## src/rtl/nand_pkg.sv

```systemverilog
// Shared definitions for the NAND operation sequencer: slot types, opcodes,
// flash command bytes and the sequencer state encoding.
package nand_pkg;

    typedef enum logic [1:0] {
        TYPE_CMD     = 2'b00,
        TYPE_ADDR    = 2'b01,
        TYPE_DATA_WR = 2'b10,
        TYPE_DATA_RD = 2'b11
    } slot_type_e;

    typedef enum logic [1:0] {
        OP_READ_ID   = 2'b00,
        OP_READ_PAGE = 2'b01,
        OP_PROGRAM   = 2'b10,
        OP_ERASE     = 2'b11
    } nand_op_e;

    localparam logic [7:0] CMD_READ1   = 8'h00;
    localparam logic [7:0] CMD_READ2   = 8'h30;
    localparam logic [7:0] CMD_PROG1   = 8'h80;
    localparam logic [7:0] CMD_PROG2   = 8'h10;
    localparam logic [7:0] CMD_ERASE1  = 8'h60;
    localparam logic [7:0] CMD_ERASE2  = 8'hD0;
    localparam logic [7:0] CMD_STATUS  = 8'h70;
    localparam logic [7:0] CMD_READ_ID = 8'h90;

    typedef enum logic [3:0] {
        ST_IDLE,
        ST_CMD1,
        ST_ADDR,
        ST_DATA_WR,
        ST_CMD2,
        ST_WAIT_WB,
        ST_WAIT_RB,
        ST_STAT_CMD,
        ST_STAT_RD,
        ST_DATA_RD,
        ST_FIN
    } state_e;

    function automatic logic [7:0] first_cmd(input nand_op_e op);
        case (op)
            OP_READ_ID:   return CMD_READ_ID;
            OP_READ_PAGE: return CMD_READ1;
            OP_PROGRAM:   return CMD_PROG1;
            default:      return CMD_ERASE1;
        endcase
    endfunction

    function automatic logic [7:0] confirm_cmd(input nand_op_e op);
        case (op)
            OP_READ_PAGE: return CMD_READ2;
            OP_PROGRAM:   return CMD_PROG2;
            default:      return CMD_ERASE2;
        endcase
    endfunction

endpackage

```

## src/rtl/nand_rb_waiter.sv

```systemverilog
// Ready/busy timing helper: bounds the wait for RB to fall after a confirm
// command and the wait for RB to return high.
module nand_rb_waiter #(
    parameter int TWB     = 8,
    parameter int TIMEOUT = 65535
) (
    input  logic clk,
    input  logic rst,
    input  logic wb_active,
    input  logic rb_active,
    input  logic rb,
    output logic wb_done,
    output logic rb_done,
    output logic rb_timeout
);

    localparam int MAXC = (TIMEOUT > TWB) ? TIMEOUT : TWB;
    localparam int CW   = $clog2(MAXC + 1);

    logic [CW-1:0] cnt_q;
    logic [CW-1:0] cnt_d;

    // One counter serves both phases; it restarts whenever a phase ends.
    always_comb begin
        wb_done    = wb_active && (!rb || (cnt_q >= CW'(TWB - 1)));
        rb_done    = rb_active && rb;
        rb_timeout = rb_active && !rb && (cnt_q >= CW'(TIMEOUT - 1));
        if (!(wb_active || rb_active) || wb_done || rb_done || rb_timeout) begin
            cnt_d = '0;
        end else begin
            cnt_d = cnt_q + CW'(1);
        end
    end

    always_ff @(posedge clk or posedge rst) begin
        if (rst) begin
            cnt_q <= '0;
        end else begin
            cnt_q <= cnt_d;
        end
    end

endmodule

```

## src/rtl/nand_op_sequencer.sv

```systemverilog
// Turns one host request into the ordered stream of typed bytes for the NAND
// bus controller, including RB waits, status readback and error reporting.
module nand_op_sequencer
    import nand_pkg::*;
#(
    parameter int LEN_W   = 13,
    parameter int ID_LEN  = 4,
    parameter int TWB     = 8,
    parameter int TIMEOUT = 65535
) (
    input  logic             SYSCLK,
    input  logic             RST,
    input  logic             REQ_VALID,
    output logic             REQ_READY,
    input  logic [1:0]       REQ_OP,
    input  logic [15:0]      REQ_COL,
    input  logic [23:0]      REQ_ROW,
    input  logic [LEN_W-1:0] REQ_LEN,
    input  logic [7:0]       WR_DATA,
    input  logic             WR_VALID,
    output logic             WR_READY,
    output logic [1:0]       TYPE,
    output logic [7:0]       IOH,
    output logic             BYTE_VALID,
    input  logic             BYTE_ACK,
    input  logic [7:0]       IOT,
    input  logic             RB,
    output logic [7:0]       RD_DATA,
    output logic             RD_VALID,
    output logic             DONE,
    output logic             ERR
);

    state_e           state_q, state_d;
    nand_op_e         op_q, op_d;
    logic [15:0]      col_q, col_d;
    logic [23:0]      row_q, row_d;
    logic [LEN_W-1:0] cnt_q, cnt_d;
    logic [2:0]       addr_idx_q, addr_idx_d;
    logic             err_q, err_d;
    logic [7:0]       rd_data_q, rd_data_d;
    logic             rd_valid_q, rd_valid_d;

    logic             xfer;
    logic             addr_last;
    logic [7:0]       addr_byte;
    logic             wb_done, rb_done, rb_timeout;

    nand_rb_waiter #(
        .TWB     (TWB),
        .TIMEOUT (TIMEOUT)
    ) u_rb_waiter (
        .clk        (SYSCLK),
        .rst        (RST),
        .wb_active  (state_q == ST_WAIT_WB),
        .rb_active  (state_q == ST_WAIT_RB),
        .rb         (RB),
        .wb_done    (wb_done),
        .rb_done    (rb_done),
        .rb_timeout (rb_timeout)
    );

    always_ff @(posedge SYSCLK or posedge RST) begin
        if (RST) begin
            state_q    <= ST_IDLE;
            op_q       <= OP_READ_ID;
            col_q      <= '0;
            row_q      <= '0;
            cnt_q      <= '0;
            addr_idx_q <= '0;
            err_q      <= 1'b0;
            rd_data_q  <= '0;
            rd_valid_q <= 1'b0;
        end else begin
            state_q    <= state_d;
            op_q       <= op_d;
            col_q      <= col_d;
            row_q      <= row_d;
            cnt_q      <= cnt_d;
            addr_idx_q <= addr_idx_d;
            err_q      <= err_d;
            rd_data_q  <= rd_data_d;
            rd_valid_q <= rd_valid_d;
        end
    end

    // READ_ID carries a single 00h address; ERASE starts at the row bytes.
    always_comb begin
        addr_last = (op_q == OP_READ_ID) || (addr_idx_q == 3'd4);
        case (addr_idx_q)
            3'd0:    addr_byte = col_q[7:0];
            3'd1:    addr_byte = col_q[15:8];
            3'd2:    addr_byte = row_q[7:0];
            3'd3:    addr_byte = row_q[15:8];
            default: addr_byte = row_q[23:16];
        endcase
        if (op_q == OP_READ_ID) begin
            addr_byte = 8'h00;
        end
    end

    always_comb begin
        state_d    = state_q;
        op_d       = op_q;
        col_d      = col_q;
        row_d      = row_q;
        cnt_d      = cnt_q;
        addr_idx_d = addr_idx_q;
        err_d      = err_q;
        rd_valid_d = (state_q == ST_DATA_RD) && xfer;
        rd_data_d  = rd_valid_d ? IOT : rd_data_q;

        case (state_q)
            ST_IDLE: begin
                if (REQ_VALID) begin
                    state_d    = ST_CMD1;
                    op_d       = nand_op_e'(REQ_OP);
                    col_d      = REQ_COL;
                    row_d      = REQ_ROW;
                    cnt_d      = (nand_op_e'(REQ_OP) == OP_READ_ID) ? LEN_W'(ID_LEN) : REQ_LEN;
                    addr_idx_d = (nand_op_e'(REQ_OP) == OP_ERASE) ? 3'd2 : 3'd0;
                    err_d      = 1'b0;
                end
            end
            ST_CMD1: begin
                if (xfer) begin
                    state_d = ST_ADDR;
                end
            end
            ST_ADDR: begin
                if (xfer) begin
                    if (addr_last) begin
                        case (op_q)
                            OP_READ_ID: state_d = ST_DATA_RD;
                            OP_PROGRAM: state_d = (cnt_q == '0) ? ST_CMD2 : ST_DATA_WR;
                            default:    state_d = ST_CMD2;
                        endcase
                    end else begin
                        addr_idx_d = addr_idx_q + 3'd1;
                    end
                end
            end
            ST_DATA_WR: begin
                if (xfer) begin
                    if (cnt_q != '0) begin
                        cnt_d = cnt_q - LEN_W'(1);
                    end
                    if (cnt_q < LEN_W'(2)) begin
                        state_d = ST_CMD2;
                    end
                end
            end
            ST_CMD2: begin
                if (xfer) begin
                    state_d = ST_WAIT_WB;
                end
            end
            ST_WAIT_WB: begin
                if (wb_done) begin
                    state_d = ST_WAIT_RB;
                end
            end
            ST_WAIT_RB: begin
                if (rb_timeout) begin
                    state_d = ST_FIN;
                    err_d   = 1'b1;
                end else if (rb_done) begin
                    if (op_q == OP_READ_PAGE) begin
                        state_d = (cnt_q == '0) ? ST_FIN : ST_DATA_RD;
                    end else begin
                        state_d = ST_STAT_CMD;
                    end
                end
            end
            ST_STAT_CMD: begin
                if (xfer) begin
                    state_d = ST_STAT_RD;
                end
            end
            ST_STAT_RD: begin
                if (xfer) begin
                    err_d   = IOT[0];
                    state_d = ST_FIN;
                end
            end
            ST_DATA_RD: begin
                if (xfer) begin
                    if (cnt_q != '0) begin
                        cnt_d = cnt_q - LEN_W'(1);
                    end
                    if (cnt_q < LEN_W'(2)) begin
                        state_d = ST_FIN;
                    end
                end
            end
            ST_FIN: begin
                state_d = ST_IDLE;
            end
            default: begin
                state_d = ST_IDLE;
            end
        endcase
    end

    // Program payload passes straight through so the controller's ack is
    // the producer's ready in the same cycle.
    always_comb begin
        REQ_READY  = (state_q == ST_IDLE);
        TYPE       = TYPE_CMD;
        IOH        = 8'h00;
        BYTE_VALID = 1'b0;
        WR_READY   = 1'b0;
        case (state_q)
            ST_CMD1: begin
                BYTE_VALID = 1'b1;
                IOH        = first_cmd(op_q);
            end
            ST_ADDR: begin
                TYPE       = TYPE_ADDR;
                BYTE_VALID = 1'b1;
                IOH        = addr_byte;
            end
            ST_DATA_WR: begin
                TYPE       = TYPE_DATA_WR;
                IOH        = WR_DATA;
                BYTE_VALID = WR_VALID;
                WR_READY   = BYTE_ACK;
            end
            ST_CMD2: begin
                BYTE_VALID = 1'b1;
                IOH        = confirm_cmd(op_q);
            end
            ST_STAT_CMD: begin
                BYTE_VALID = 1'b1;
                IOH        = CMD_STATUS;
            end
            ST_STAT_RD, ST_DATA_RD: begin
                TYPE       = TYPE_DATA_RD;
                BYTE_VALID = 1'b1;
            end
            default: begin
                BYTE_VALID = 1'b0;
            end
        endcase
        xfer     = BYTE_VALID && BYTE_ACK;
        DONE     = (state_q == ST_FIN);
        ERR      = err_q;
        RD_DATA  = rd_data_q;
        RD_VALID = rd_valid_q;
    end

endmodule

```

## config.mk

```make
export PLATFORM = sky130hd
export DESIGN_NAME = nand_op_sequencer
export DESIGN_NICKNAME = d
export VERILOG_FILES = /design/src/rtl/nand_pkg.sv /design/src/rtl/nand_rb_waiter.sv /design/src/rtl/nand_op_sequencer.sv
export SDC_FILE = /design/constraint.sdc
export NUM_CORES = 1
export LEC_CHECK = 0
export BUFFER_PORTS_ARGS = -buffer_cell sky130_fd_sc_hd__buf_4
export CELL_PAD_IN_SITES_DETAIL_PLACEMENT = 1
export CELL_PAD_IN_SITES_GLOBAL_PLACEMENT = 1
export CORE_MARGIN = 4
export CORE_UTILIZATION = 40
export DETAILED_ROUTE_END_ITERATION = 10
export PLACE_DENSITY_LB_ADDON = 0.1
export SETUP_SLACK_MARGIN = 0.1
export SLEW_MARGIN = 10
export SYNTH_ARGS = -nofsm -noshare
export SYNTH_HDL_FRONTEND = slang
export SYNTH_SLANG_ARGS = --single-unit
```

## constraint.sdc

```tcl
create_clock -name SYSCLK -period 4.1 [get_ports SYSCLK]
set_input_delay 1.025 -clock SYSCLK [delete_from_list [all_inputs] [get_ports SYSCLK]]
set_output_delay 1.025 -clock SYSCLK [all_outputs]
set_load 0.005 [all_outputs]
```

==> impl_metrics.csv <==
group,metric,value,unit
placed_design,dpl.hpwl,10.3,mm
floorplanning,start_util,0.409,
worst_setup_path,slowest_stage,"dfrtp_1",
hold_path,whs_path_depth,2,
clock_tree,cts_resized,0,
floorplanning,dieHeight,119,um
worst_setup_path,path_class,"flop to output port",
hold_path,hold_path_class,"flop to flop",
logic_synthesis,synth-edff-count,0,
worst_setup_path,critical-path-max-stage-delay,0.86,ns
logic_synthesis,syn_nets,601,
floorplanning,dieArea,14100,um^2
worst_setup_path,cp_cell_sequence,"inv_2 -> nor4_1 -> a21oi_1 -> nor2_1 -> nor2_1 -> o21ai_0 -> buf_4",
pwr,power_density,704,nW/um^2
timing,min_period_over_period,0.800,
global_routing,grt_max_degree,52,
hold_path,hold_start,"RD_DATA[6]",
timing,clock_skew,0.00374,ns
routing,totalWireLength,13.9,mm
worst_setup_path,reg2reg_from,"state_q[2]",
clock_tree,clockRootBuffer,"clkbuf_16",
floorplanning,die_x,119,um
logic_synthesis,ys_warn_count,0,
routing,drtAntennaViolNets,0,
clock_tree,cts_buffers,9,
floorplanning,num_rows,40,
clock_tree,cts_buffer_depth,2,
logic_synthesis,async_flop_share,1.00,
final_layout,finalNetCount,688,
placed_design,place_inst,732,
timing,tightestPinTransition,0.931,ns
worst_setup_path,reg2reg_to,"cnt_q[11]",
worst_setup_path,rr_worst_depth,6,
pwr,ir_worst_vdd,0.346,mV
status,status,"finished, final reports clean",
logic_synthesis,ys.flop_type,"dfrtp_1",
worst_setup_path,r2r_slack,1.07,ns
logic_synthesis,syn_area,4910,um^2
timing,setup_violations,0,
clock_tree,path_clk_slew,0.07,ns
clock_tree,cts_hold_buf,0,
global_routing,grt_pass1_vias,4494,
global_routing,overflow,0,
pwr,p_total,4.26,mW
clock_tree,cts_setup_buffers,0,
worst_setup_path,path_buf_inv,2,
clock_tree,cts_tree,"built",
timing,setup-tns-final,0,ns
logic_synthesis,synth_seq_cells,88,
final_layout,fillers,1390,
placed_design,placement.io_buffers,100,
placed_design,gp_congestion,0.852,
clock_tree,cts.sink_count,88,
logic_synthesis,ys_types,58,
timing,hold_viol,0,
routing,routedWlPerCell,18.6,um
worst_setup_path,critPathMaxFanout,23,
timing,max-slew-margin-rel,0.376,
final_layout,final_cell_count_no_fill,748,
timing,slew_violations,0,
clock_tree,insertion_delay,0.35,ns
worst_setup_path,critPathArrivalTime,2.25,ns
floorplanning,core_region_area,12000,um^2
global_routing,grt_first_pass_wirelength,23.5,mm
logic_synthesis,yosysSeqAreaShare,0.449,
routing,dr.pass1.iters,4,
hold_path,whs_endpoint,"RD_DATA[6]",
floorplanning,pin_count,101,
pwr,leakage,2.72,nW
global_routing,antenna_found_initial,0,
worst_setup_path,startpoint_type,"flop",
logic_synthesis,synth.avg_cell_area,9.65,um^2
worst_setup_path,cp_top_family,"flip-flops",
routing,num_vias,4201,
timing,fin_crit,3.28,ns
routing,vias_per_cell,5.62,
logic_synthesis,syn-instance-count,509,
clock_tree,htreeDepth,3,
worst_setup_path,path_common_cell,"nor2_1",
timing,hold_ws,0.485,ns
timing,fmax,305,MHz
routing,post-route-drc-count,0,
worst_setup_path,crit_required,3.07,ns
global_routing,globalRouteTotalUtil,0.207,
final_layout,final_layout_size_suffix_gt1_frac,0.300,
final_layout,diodes,0,
worst_setup_path,cp-end-kind,"output port",
final_layout,area_delta_synth_final,23.3,%
run,maxCapViolCount,0,
routing,drt_iter0_markers,218,
timing,rsz0062_at_grt,"false",
## sequential cells by signal, indices dropped and copies added, names as in the netlist
register and cells:
u_rb_waiter.cnt_q 16, RD_DATA 8, op_q 2, row_q 24
col_q 16, addr_idx_q 3, cnt_q 13, state_q 4
ERR 1, RD_VALID 1
## layout by cell type, fill, tap and decap left out, types with 15 or more instances in the layout
cell type and count:
ha_1 15, buf_4 106, a22oi_1 25, o21ai_0 48, inv_1 16, mux2_2 44, nor2_1 47, nand2_1 44
nand3_1 21, a21oi_1 20, dfrtp_1 88
## metrics by stage
stage / utilization / cell area, um^2 / setup slack (ns)
2_1_floorplan: - / 4910 / 0.796
3_3_place_gp: 0.479 / 5750 / 1.19
3_5_place_dp: 0.479 / 5750 / 1.05
4_1_cts: 0.504 / 6060 / 0.791
5_1_grt: 0.504 / 6060 / 0.574
6_report: 0.504 / 6060 / 0.822
## logic make-up (layout without fill, tap and decap cells)
logic type                 count (synthesis)  after routing  synth area share
AOI/OAI and AO/OA                        121            121             0.152
DFF                                       88             88             0.449
and+or+nand+nor                          173            173             0.180
xor gates and xnor gates                  15             15            0.0268
muxes                                     48             48             0.111
adders and majority gates                 15             15            0.0382
buffers and inverters                     49            141            0.0428
## power breakdown
part	internal [mW]	switching, mW
Sequential	1.21	0.338
Combinational	0.901	0.949
Clock	0.483	0.380
## cell usage after synthesis (2+ instances only)
cell type	number	area share
a21oi_1	20	0.020
o21ai_0	48	0.049
mux2_4	2	0.0061
nor4_2	2	0.0051
buf_1	6	0.0046
o221ai_1	2	0.0036
nand2_1	44	0.034
buf_4	2	0.0031
nor3b_1	3	0.0046
o22ai_1	3	0.0038
a22oi_1	25	0.038
nor3_1	10	0.010
and3_4	2	0.0046
nor4_1	8	0.010
xor2_1	11	0.020
nand3_1	21	0.021
clkbuf_1	12	0.0092
inv_1	17	0.013
mux2i_1	2	0.0041
nor2b_1	6	0.0076
ha_1	15	0.038
a211oi_1	4	0.0061
and3_1	5	0.0064
a31oi_1	5	0.0064
o21a_1	2	0.0031
xnor2_1	4	0.0071
nor2_1	47	0.036
buf_2	9	0.0092
nand4_1	9	0.011
nand2b_1	2	0.0025
dfrtp_1	88	0.45
a211o_1	2	0.0036
mux2_2	44	0.10
and2_1	3	0.0038
## routing by layer
metal / global-route usage / part of all wire / vias to the layer above
li1: - / - / 1996
met1: 0.280 / 0.47 / 2104
met2: 0.334 / 0.48 / 77
met3: 0.0340 / 0.029 / 24
met4: 0.0768 / 0.022 / 0
met5: 0 / 0 / -
## worst max path at each step
| stage | from | endpoint | cells after the start |
|---|---|---|---|
| after floorplan | RST | ERR | 1 |
| after global placement | WR_VALID | cnt_q[2] | 7 |
| after detailed placement | state_q[2] | cnt_q[5] | 6 |
| after CTS | state_q[2] | IOH[7] | 7 |
| after global routing | state_q[2] | IOH[7] | 7 |
| final | state_q[2] | IOH[7] | 7 |
## tightest hold or removal path, delay by kind of cell (launching register included)
kind,cells,cell delay (ns)
flops,1,0.35
simple gates,2,0.11
## layout make-up
cell class                      instances  area (um^2)  area share
Timing Repair Buffer                  106          796       0.131
Sequential cell                        88         2200       0.364
Clock inverter                          6         75.1      0.0124
Inverter                               19         72.6      0.0120
Multi-Input combinational cell        372         2500       0.412
Clock buffer                           10          229      0.0378
Tap cell                              147          184      0.0304
Note: power is estimated with default switching activity, not from simulation.
